`src/rtl/ppu_stat_irq_unit.sv`:
```
// PPU interrupt unit: edge-detects enable-masked STAT sources and VBlank entry, emits
// one-clock interrupt pulses (optionally delayed) and keeps sticky per-source pending flags.
module ppu_stat_irq_unit #(
  parameter int NUM_SRC   = 4,
  parameter int LINE_MODE = 1,
  parameter int DELAY     = 0,
  localparam int ID_W     = (NUM_SRC > 1) ? $clog2(NUM_SRC) : 1
) (
  input  logic               clk,
  input  logic               reset,
  input  logic               cpu_en,
  input  logic               ppu_enable,
  input  logic [NUM_SRC-1:0] src_enable,
  input  logic [NUM_SRC-1:0] src_level,
  input  logic [1:0]         mode,
  output logic               vblank_int,
  output logic               ppu_int,
  output logic [NUM_SRC-1:0] pending,
  output logic               irq_req,
  output logic [ID_W-1:0]    irq_id,
  input  logic               irq_ack,
  input  logic               clr_we,
  input  logic [NUM_SRC-1:0] clr_mask
);

  logic [NUM_SRC-1:0] line;
  logic [NUM_SRC-1:0] line_prev;
  logic [NUM_SRC-1:0] rise;
  logic [NUM_SRC-1:0] clr;
  logic [NUM_SRC-1:0] pending_nxt;
  logic               vb;
  logic               vb_prev;
  logic               vb_rise;
  logic               stat_edge;
  logic               stat_out;
  logic               vb_out;

  // NOTE: every always_comb output gets a default first so no latch can be inferred.
  always_comb begin
    line    = src_enable & src_level;
    vb      = (mode == 2'd1);
    rise    = ppu_enable ? (line & ~line_prev) : '0;
    vb_rise = ppu_enable & vb & ~vb_prev;

    // Shared-line mode: a rise hidden behind an already-high source gives no edge.
    if (LINE_MODE != 0) stat_edge = ppu_enable & (|line) & ~(|line_prev);
    else                stat_edge = |rise;

    irq_req = |pending;
    irq_id  = '0;
    for (int i = NUM_SRC - 1; i >= 0; i--) begin
      if (pending[i]) irq_id = ID_W'(i);
    end

    clr = '0;
    if (irq_ack && irq_req) clr = NUM_SRC'(1) << irq_id;
    if (clr_we)             clr = clr | clr_mask;
    pending_nxt = (pending & ~clr) | (stat_edge ? rise : '0);
  end

  // NOTE: sequential state uses non-blocking assignments only, so every register
  // samples the pre-edge values regardless of block ordering.
  always_ff @(posedge clk or posedge reset) begin
    if (reset) begin
      line_prev <= '0;
      vb_prev   <= 1'b0;
      pending   <= '0;
    end else if (cpu_en) begin
      // History tracks the levels even while the PPU is off, so re-enabling
      // with a level already high is not an edge.
      line_prev <= line;
      vb_prev   <= vb;
      pending   <= pending_nxt;
    end
  end

  generate
    if (DELAY == 0) begin : g_no_delay
      assign stat_out = stat_edge;
      assign vb_out   = vb_rise;
    end else begin : g_delay
      logic [DELAY-1:0] stat_pipe;
      logic [DELAY-1:0] vb_pipe;

      always_ff @(posedge clk or posedge reset) begin
        if (reset) begin
          stat_pipe <= '0;
          vb_pipe   <= '0;
        end else if (cpu_en) begin
          if (!ppu_enable) begin
            stat_pipe <= '0;
            vb_pipe   <= '0;
          end else begin
            stat_pipe <= (stat_pipe << 1) | DELAY'(stat_edge);
            vb_pipe   <= (vb_pipe << 1) | DELAY'(vb_rise);
          end
        end
      end

      assign stat_out = ppu_enable & stat_pipe[DELAY-1];
      assign vb_out   = ppu_enable & vb_pipe[DELAY-1];
    end
  endgenerate

  // Pulse registers are rewritten every clock, so a pulse never outlives one clk.
  always_ff @(posedge clk or posedge reset) begin
    if (reset) begin
      ppu_int    <= 1'b0;
      vblank_int <= 1'b0;
    end else begin
      ppu_int    <= cpu_en & stat_out;
      vblank_int <= cpu_en & vb_out;
    end
  end

endmodule

```
`config.mk`:
```
export PLATFORM = sky130hd
export DESIGN_NAME = ppu_stat_irq_unit
export DESIGN_NICKNAME = d
export VERILOG_FILES = /design/src/rtl/ppu_stat_irq_unit.sv
export SDC_FILE = /design/constraint.sdc
export NUM_CORES = 1
export LEC_CHECK = 0
export ABC_CLOCK_PERIOD_IN_PS = 3000
export CORE_MARGIN = 2
export CORE_UTILIZATION = 23
export DETAILED_ROUTE_END_ITERATION = 8
export GPL_TIMING_DRIVEN = 0
export SLEW_MARGIN = 20
export SYNTH_ARGS = -nofsm -noshare
export SYNTH_HDL_FRONTEND = slang
export SYNTH_SLANG_ARGS = --single-unit
```
`constraint.sdc`:
```
create_clock -name clk -period 3 [get_ports clk]
set_input_delay 0.45 -clock clk [delete_from_list [all_inputs] [get_ports clk]]
set_output_delay 0.45 -clock clk [all_outputs]
set_load 0.02 [all_outputs]
```
==> metrics, run 1 <==
number of instances in the synthesized netlist 56; Worst Setup Slack, final 0.937 ns; Slew Limit Fails 0; Chip Height 51.7 um; average cell area after synthesis 9.34 um^2; total vias in the final route 541; core utilization of the finished layout 0.390; number of antenna violations at the first check in global routing 0; die width 51.7 um; Peak Freq 485 MHz; areal power density over the cells 430 mW/mm^2; Clock Tree Buf Depth 2; number of buffers inserted for hold repair after clock tree synthesis 0; Endpoint, Worst Hold vblank_int$_DFF_PP0_; setup repair after global routing missed its margin false; net count after synthesis 76; total area of multi-input combinational cells 228 um^2; number of placement rows 17; Resized Gates After CTS 0; post-synthesis sequential element count 11; total clock sinks 11; number of maximum-capacitance constraint violations 0; HP Start vb_prev$_DFFE_PP0P_; highest net fanout along the worst path 5; effective utilization at floorplan 0.239; fillcell total 221; DRC 0; kind of end point of the critical path output port; Crit path required time 2.55 ns; overall routing resource usage 0.110; worst setup timing slack at the placement stage 1.24 ns; slew at the pin closest to its max-slew limit 0.404 ns; setup TNS 0 ns; share of final-layout standard cells stronger than drive strength 1 0.0805; count of cell types in the netlist 21; input/output buffers 27; slew margin rel. 0.730; cell depth of the worst min-delay path 1; Clk Latency, worst-skew pair 0.27 ns; worst supply voltage drop on vdd 0.188 mV; count of boundary I/O pins 29; Placeable Area 0.00219 mm^2; via count of the first global-routing pass 473; routability congestion estimate 0.701; first-pass GRT wire length 2040 um; final-report hold violation count 0; data arrival time of the critical path 1.61 ns; number of DRC violations after detailed-routing iteration 0 13; drt first pass iters 4; clock edge transition at the registers on the reported setup and hold paths 0.07 ns; pin count of the biggest net entering global routing 12; TritonCTS clock tree built; worst setup slack for register-to-register paths 1.79 ns; worst reg2reg startpoint line_prev[1]$_DFFE_PP0P_; critical setup path kind register to output port; number of cells on the worst reg-to-reg path 3; antenna violation net count after detailed routing 0; DR WL/cell 10.6 um; setup bufs post-CTS 0; area added between synthesis and finish 63.4%; diodes inserted 0; status completed; Worst Hold Class register to register; sequential area share after synthesis 0.526; post-DR vias/cell 4.70; type of origin of the critical path register; Worst R2R End pending[1]$_DFFE_PP0P_; Yosys warnings 0; CTS Buf Count 3; combined flip-flop and latch cell area 275 um^2; final WL 1220 um; period utilization 0.688; number of levels the H-tree was split into 1; # setup viols final 0; leakage power total 0.000352 uW; Die Area 0.00267 mm^2; setup skew after layout 0.000252 ns; post-synthesis cell area 523 um^2; final net count 108; total overflow reported by the global router 0; CTS Root Buffer Type sky130_fd_sc_hd__clkbuf_4; final critical-path required period 2.06 ns
per-stage QoR:
step	cell area (um^2)	hold slack [ns]	total power, uW	instances
global placement	828	0.412	268	111
detailed placement	828	0.430	269	111
global route	855	0.454	393	115
CTS	855	0.439	372	115
finish	855	0.429	367	115
floorplan	523	0.302	214	56
critical path, stage by stage, from the launching register on:
cell,delay (ns)
sky130_fd_sc_hd__dfrtp_1,0.41
sky130_fd_sc_hd__nand2b_1,0.15
sky130_fd_sc_hd__a21oi_1,0.16
sky130_fd_sc_hd__clkdlybuf4s50_1,0.62
synth_stat cells, drive strengths merged:
library cell	number	area [um^2]
nand2	12	45.0
dfrtp	11	275
o21ai	7	35.0
inv	4	15.0
a21oi	3	15.0
nand3	3	20.0
nor2	3	11.3
nand2b	2	12.5
nor4	2	27.5
a41oi	1	8.76
buf	1	5.00
nand3b	1	7.51
nand4b	1	8.76
nor3	1	5.00
o22ai	1	6.26
o311ai	1	8.76
o31ai	1	7.51
o32ai	1	8.76
worst max-delay path by stage:
stage	start	to	slack (ns)	cells after the start
floorplan	pending[0]$_DFFE_PP0P_	irq_id[1]	1.52	1
global placement	pending[2]$_DFFE_PP0P_	irq_id[0]	1.25	3
detailed placement	pending[2]$_DFFE_PP0P_	irq_id[0]	1.24	3
CTS	pending[2]$_DFFE_PP0P_	irq_id[0]	0.94	3
global route	pending[2]$_DFFE_PP0P_	irq_id[0]	0.87	3
finish	pending[2]$_DFFE_PP0P_	irq_id[0]	0.94	3
sequential cells by signal, indices dropped and copies added, names as in the netlist:
| name | flops |
|---|---|
| line_prev | 4 |
| pending | 4 |
| ppu_int | 1 |
| vb_prev | 1 |
| vblank_int | 1 |
routing by layer:
metal,track usage,share of wire,vias up
met2,0.152,0.42,33
met5,0,0,-
met3,0.0345,0.12,5
met1,0.128,0.42,243
li1,-,-,260
met4,0.118,0.047,0
kinds of logic after synthesis:
| kind of cell | Yosys count | synth area share |
|---|---|---|
| simple gates | 25 | 0.263 |
| flops | 11 | 0.526 |
| buf+inv | 5 | 0.0383 |
| compound gates | 15 | 0.172 |
cell usage in the layout (no fill, tap or decap):
cell type,netlist,routed
sky130_fd_sc_hd__nand4b_1,1,1
sky130_fd_sc_hd__o22ai_1,1,1
sky130_fd_sc_hd__nand3_2,1,1
sky130_fd_sc_hd__inv_2,1,1
sky130_fd_sc_hd__nor4_1,1,1
sky130_fd_sc_hd__o311ai_1,1,1
sky130_fd_sc_hd__nand2_1,12,12
sky130_fd_sc_hd__clkbuf_4,0,3
sky130_fd_sc_hd__nor2_1,3,3
sky130_fd_sc_hd__nand3b_1,1,1
sky130_fd_sc_hd__o32ai_1,1,1
sky130_fd_sc_hd__buf_2,1,1
sky130_fd_sc_hd__clkbuf_1,0,1
sky130_fd_sc_hd__o21ai_0,7,7
sky130_fd_sc_hd__nor4_4,1,1
sky130_fd_sc_hd__nand3_1,2,2
sky130_fd_sc_hd__nand2b_1,2,2
sky130_fd_sc_hd__inv_1,3,3
sky130_fd_sc_hd__dfrtp_1,11,11
sky130_fd_sc_hd__a41oi_1,1,1
sky130_fd_sc_hd__clkdlybuf4s50_1,0,27
sky130_fd_sc_hd__o31ai_1,1,1
sky130_fd_sc_hd__a21oi_1,3,3
sky130_fd_sc_hd__nor3_1,1,1
power breakdown:
group	internal, uW	switching, uW	total, uW	leakage [uW]
clock	51.6	50.0	102	0.0000150
sequential	158	10.6	169	0.000147
combinational	53.9	42.9	96.7	0.000190
total	264	103	367	0.000352
final cells by class:
type                    instances  area share
well taps                      28      0.0410
clock buffers                   4      0.0307
repair buffers                 27       0.316
flip-flops and latches         11       0.322
multi-input cells              40       0.266
inverters                       4      0.0176
plain buffers                   1     0.00586
(Power assumes the default switching activity.)
==> run 2, diff against run 1 <==
Settings changed: ABC_CLOCK_PERIOD_IN_PS 3000 to 1800.
Clock period 3 ns to 1.8 ns, I/O delays scaled along.
==> metrics, run 2 (synthesis results as in run 1) <==
slew margin rel. 0.730; antenna violation net count after detailed routing 0; leakage power total 0.000358 uW; Slew Limit Fails 0; Crit path required time 1.53 ns; Worst Hold Class input pin to async pin; power share of the sequential group 0.464; highest net fanout along the worst path 5; share of final-layout standard cells stronger than drive strength 1 0.0920; effective utilization at floorplan 0.239; routability congestion estimate 0.701; setup bufs post-CTS 0; number of maximum-capacitance constraint violations 0; kind of end point of the critical path output port; setup TNS 0 ns; top library cells by usage in the layout, fill and taps aside sky130_fd_sc_hd__clkdlybuf4s50_1, sky130_fd_sc_hd__nand2_1, sky130_fd_sc_hd__dfrtp_1; fraction of power spent switching nets 0.283; number of placement rows 17; area added between synthesis and finish 63.2%; setup repair after global routing missed its margin false; largest registers line_prev: 4 flops, pending: 4 flops; DR WL/cell 10.6 um; combinational group share of total power 0.258; overall routing resource usage 0.110; CTS Root Buffer Type sky130_fd_sc_hd__clkbuf_4; CTS Buf Count 3; count of boundary I/O pins 29; slew at the pin closest to its max-slew limit 0.404 ns; critical setup path kind register to output port; leading cell type in the layout, fill and taps excluded sky130_fd_sc_hd__clkdlybuf4s50_1; areal power density over the cells 712 mW/mm^2; number of buffers inserted for hold repair after clock tree synthesis 0; input/output buffers 27; pin count of the biggest net entering global routing 12; period utilization 0.940; Chip Height 51.7 um; Switching Power 172 uW; TritonCTS clock tree built; Clock Tree Buf Depth 2; # setup viols final 0; total vias in the final route 542; post-DR vias/cell 4.71; type of origin of the critical path register; number of levels the H-tree was split into 1; Final Instance Count excl. Fillers 115; worst supply voltage drop on vdd 0.311 mV; setup skew after layout 0.000254 ns; final-report hold violation count 0; diodes inserted 0; DRC 0; clock edge transition at the registers on the reported setup and hold paths 0.07 ns; die width 51.7 um; Clk Latency, worst-skew pair 0.27 ns; Die Area 0.00267 mm^2; clock share of power 0.279; drt first pass iters 4; status completed; first-pass GRT wire length 2040 um; Peak Freq 591 MHz; Placeable Area 0.00219 mm^2; final critical-path required period 1.69 ns; number of DRC violations after detailed-routing iteration 0 13; final WL 1220 um; worst setup slack for register-to-register paths 0.59 ns; placed insts 111; total overflow reported by the global router 0; via count of the first global-routing pass 473; total clock sinks 11; final net count 108; data arrival time of the critical path 1.42 ns; internal power of the cells 435 uW; number of antenna violations at the first check in global routing 0
run 2: changes by cell type in the layout (fill, tap and decap cells not counted), sizes merged:
cell / previous run / this run
clkdlybuf4s50: 27 / 25
dlygate4sd2: 0 / 2
run 2: layout make-up:
type | count | area (um^2)
fill | 223 | 1340
inverter | 4 | 15.0
multi-input combinational | 40 | 228
sequential | 11 | 277
timing repair buffer | 27 | 268
buffer | 1 | 5.00
clock buffer | 4 | 26.3
tap | 28 | 35.0
run 2: power groups by stage:
stage          Clock [uW]  Sequential (uW)  Combinational (uW)
2_1_floorplan           0              294                63.8
3_3_place_gp            0              286                 161
3_5_place_dp            0              286                 163
4_1_cts               176              281                 159
5_1_grt               193              284                 173
6_report              169              282                 156
run 2: layer usage:
layer / share of wire / global-route usage
met2: 0.42 / 0.152
met1: 0.41 / 0.128
met4: 0.048 / 0.118
met3: 0.12 / 0.0345
met5: 0 / 0
run 2: repair_timing:
| item | in CTS | in global routing |
|---|---|---|
| setup endpoints to repair | 2 | 1 |
| resized for setup | 2 | 1 |
| pin swaps | 0 | 0 |
run 2: per-stage QoR:
| step | total power, uW | hold slack [ns] | setup slack, ns | util | instance area, um^2 |
|---|---|---|---|---|---|
| 3_3_place_gp | 447 | 0.412 | 0.233 | 0.378 | 828 |
| 5_1_grt | 651 | 0.311 | 0.00974 | 0.389 | 853 |
| 2_1_floorplan | 357 | 0.122 | 0.500 | - | 523 |
| 4_1_cts | 616 | 0.300 | 0.0597 | 0.389 | 852 |
| 6_report | 607 | 0.290 | 0.109 | 0.389 | 853 |
| 3_5_place_dp | 449 | 0.430 | 0.220 | 0.378 | 828 |
run 2: path summary, 6_finish.rpt:
path                                     startpoint                       end  cells past startpoint
max in group asynchronous                     reset    pending[0]$_DFFE_PP0P_                      2
setup / recovery             pending[2]$_DFFE_PP0P_                   irq_req                      3
setup reg to reg           line_prev[1]$_DFFE_PP0P_    pending[1]$_DFFE_PP0P_                      3
min in group clk                             cpu_en       vb_prev$_DFFE_PP0P_                      2
hold reg to reg                 vb_prev$_DFFE_PP0P_      vblank_int$_DFF_PP0_                      1
hold / removal                                reset  line_prev[0]$_DFFE_PP0P_                      2
run 2: critical path, stage by stage, from the launching register on:
cell and delay (ns):
sky130_fd_sc_hd__dfrtp_1 0.41, sky130_fd_sc_hd__nor2_1 0.13, sky130_fd_sc_hd__nand2_1 0.07, sky130_fd_sc_hd__clkdlybuf4s50_1 0.53
==> run 3, diff against run 2 <==
Settings changed: CELL_PAD_IN_SITES_DETAIL_PLACEMENT set to 0, CELL_PAD_IN_SITES_GLOBAL_PLACEMENT set to 1, PLACE_DENSITY_LB_ADDON set to 0.1.
==> metrics, run 3 (synthesis results as in run 1) <==
input/output buffers 27; total power draw 610 uW; leading cell type in the layout, fill and taps excluded sky130_fd_sc_hd__clkdlybuf4s50_1; clock edge transition at the registers on the reported setup and hold paths 0.07 ns; setup skew after layout 0.00438 ns; die width 51.7 um; slew margin rel. 0.701; DR WL/cell 11.2 um; Placeable Area 0.00219 mm^2; Final Instance Count excl. Fillers 115; diodes inserted 0; overall routing resource usage 0.115; TritonCTS clock tree built; Peak Freq 625 MHz; final-report hold violation count 0; combined buffer and inverter count along the critical path 1; Die Area 0.00267 mm^2; CTS Root Buffer Type sky130_fd_sc_hd__clkbuf_4; Clk Latency, worst-skew pair 0.27 ns; Worst Hold Class input pin to async pin; setup bufs post-CTS 0; number of maximum-capacitance constraint violations 0; placed insts 111; share of final-layout standard cells stronger than drive strength 1 0.0920; slew at the pin closest to its max-slew limit 0.448 ns; setup repair after global routing missed its margin false; Clock Tree Buf Depth 2; type of origin of the critical path register; via count of the first global-routing pass 479; status completed; number of DRC violations after detailed-routing iteration 0 9; effective utilization at floorplan 0.239; number of levels the H-tree was split into 1; cell-by-cell trace of the critical path clkdlybuf4s50_1; top library cells by usage in the layout, fill and taps aside sky130_fd_sc_hd__clkdlybuf4s50_1, sky130_fd_sc_hd__nand2_1, sky130_fd_sc_hd__dfrtp_1; worst setup timing slack at the placement stage 0.221 ns; number of antenna violations at the first check in global routing 0; Chip Height 51.7 um; Slew Limit Fails 0; total overflow reported by the global router 0; total vias in the final route 514; critical setup path kind register to output port; area added between synthesis and finish 63.6%; setup TNS 0 ns; highest net fanout along the worst path 6; count of boundary I/O pins 29; first-pass GRT wire length 2170 um; Max stage delay on crit path 0.63 ns; Slowest cell on crit path sky130_fd_sc_hd__clkdlybuf4s50_1; areal power density over the cells 713 mW/mm^2; kind of end point of the critical path output port; number of placement rows 17; pin count of the biggest net entering global routing 12; total clock sinks 11; routability congestion estimate 0.730; CTS Buf Count 3; data arrival time of the critical path 1.33 ns; antenna violation net count after detailed routing 0; final WL 1280 um; Crit path max-delay family buffers and inverters; summed area of non-filler cells in the final layout 856 um^2; post-DR vias/cell 4.47; detailed placer's ending HPWL 1010 um; worst supply voltage drop on vdd 0.256 mV; Crit path required time 1.53 ns; Worst Setup Slack, final 0.200 ns; final critical-path required period 1.60 ns; DRC 0; # setup viols final 0; largest registers line_prev: 4 flops, pending: 4 flops; fillcell total 230; period utilization 0.889; leakage power total 0.000372 uW; area after detailed placement 828 um^2; final net count 108; drt first pass iters 4
## run 3: through the flow
stage | hold WS, ns | utilization
final | 0.294 | 0.391
after floorplan | 0.122 | -
after CTS | 0.307 | 0.389
after global placement | 0.418 | 0.378
after detailed placement | 0.419 | 0.378
after global routing | 0.334 | 0.391
## run 3: power breakdown
group	total, uW	internal, uW	switching [uW]
Sequential	282	264	17.9
Combinational	155	84.1	71.0
Clock	173	85.9	87.4
## run 3: layout make-up
type	instances	area, um^2	area share
well taps	28	35.0	0.0409
clock buffers	4	26.3	0.0307
multi-input cells	40	228	0.266
repair buffers	27	270	0.316
flip-flops and latches	11	277	0.323
plain buffers	1	5.00	0.00585
inverters	4	15.0	0.0175
## run 3: repair_timing
action | 4_1_cts | 5_1_grt
cloned | 0 | 0
gates resized for setup | 2 | 2
hold buffers | 0 | 0
endpoints found under the setup margin | 2 | 1
## run 3: worst reg2reg max path, cell delays in order (launching register included)
cell                      delay (ns)
sky130_fd_sc_hd__dfrtp_1        0.43
sky130_fd_sc_hd__nor4_4         0.29
sky130_fd_sc_hd__nand3_2        0.15
sky130_fd_sc_hd__o32ai_1        0.26
## run 3: layer usage
layer,wire (um),GRT usage
met5,0,0
met4,27,0.0789
met3,135,0.0345
met2,557,0.169
met1,563,0.145
## run 3: worst paths after layout
| path | from | end | slack, ns | depth (start not counted) |
|---|---|---|---|---|
| min | reset | line_prev[2]$_DFFE_PP0P_ | 0.29 | 2 |
| max | pending[1]$_DFFE_PP0P_ | pending[1] | 0.20 | 1 |
| max reg2reg | line_prev[1]$_DFFE_PP0P_ | pending[1]$_DFFE_PP0P_ | 0.56 | 3 |
| min reg2reg | vb_prev$_DFFE_PP0P_ | vblank_int$_DFF_PP0_ | 0.43 | 1 |
| min in group clk | cpu_en | vb_prev$_DFFE_PP0P_ | 0.32 | 2 |
| max in group asynchronous | reset | pending[0]$_DFFE_PP0P_ | 1.17 | 2 |
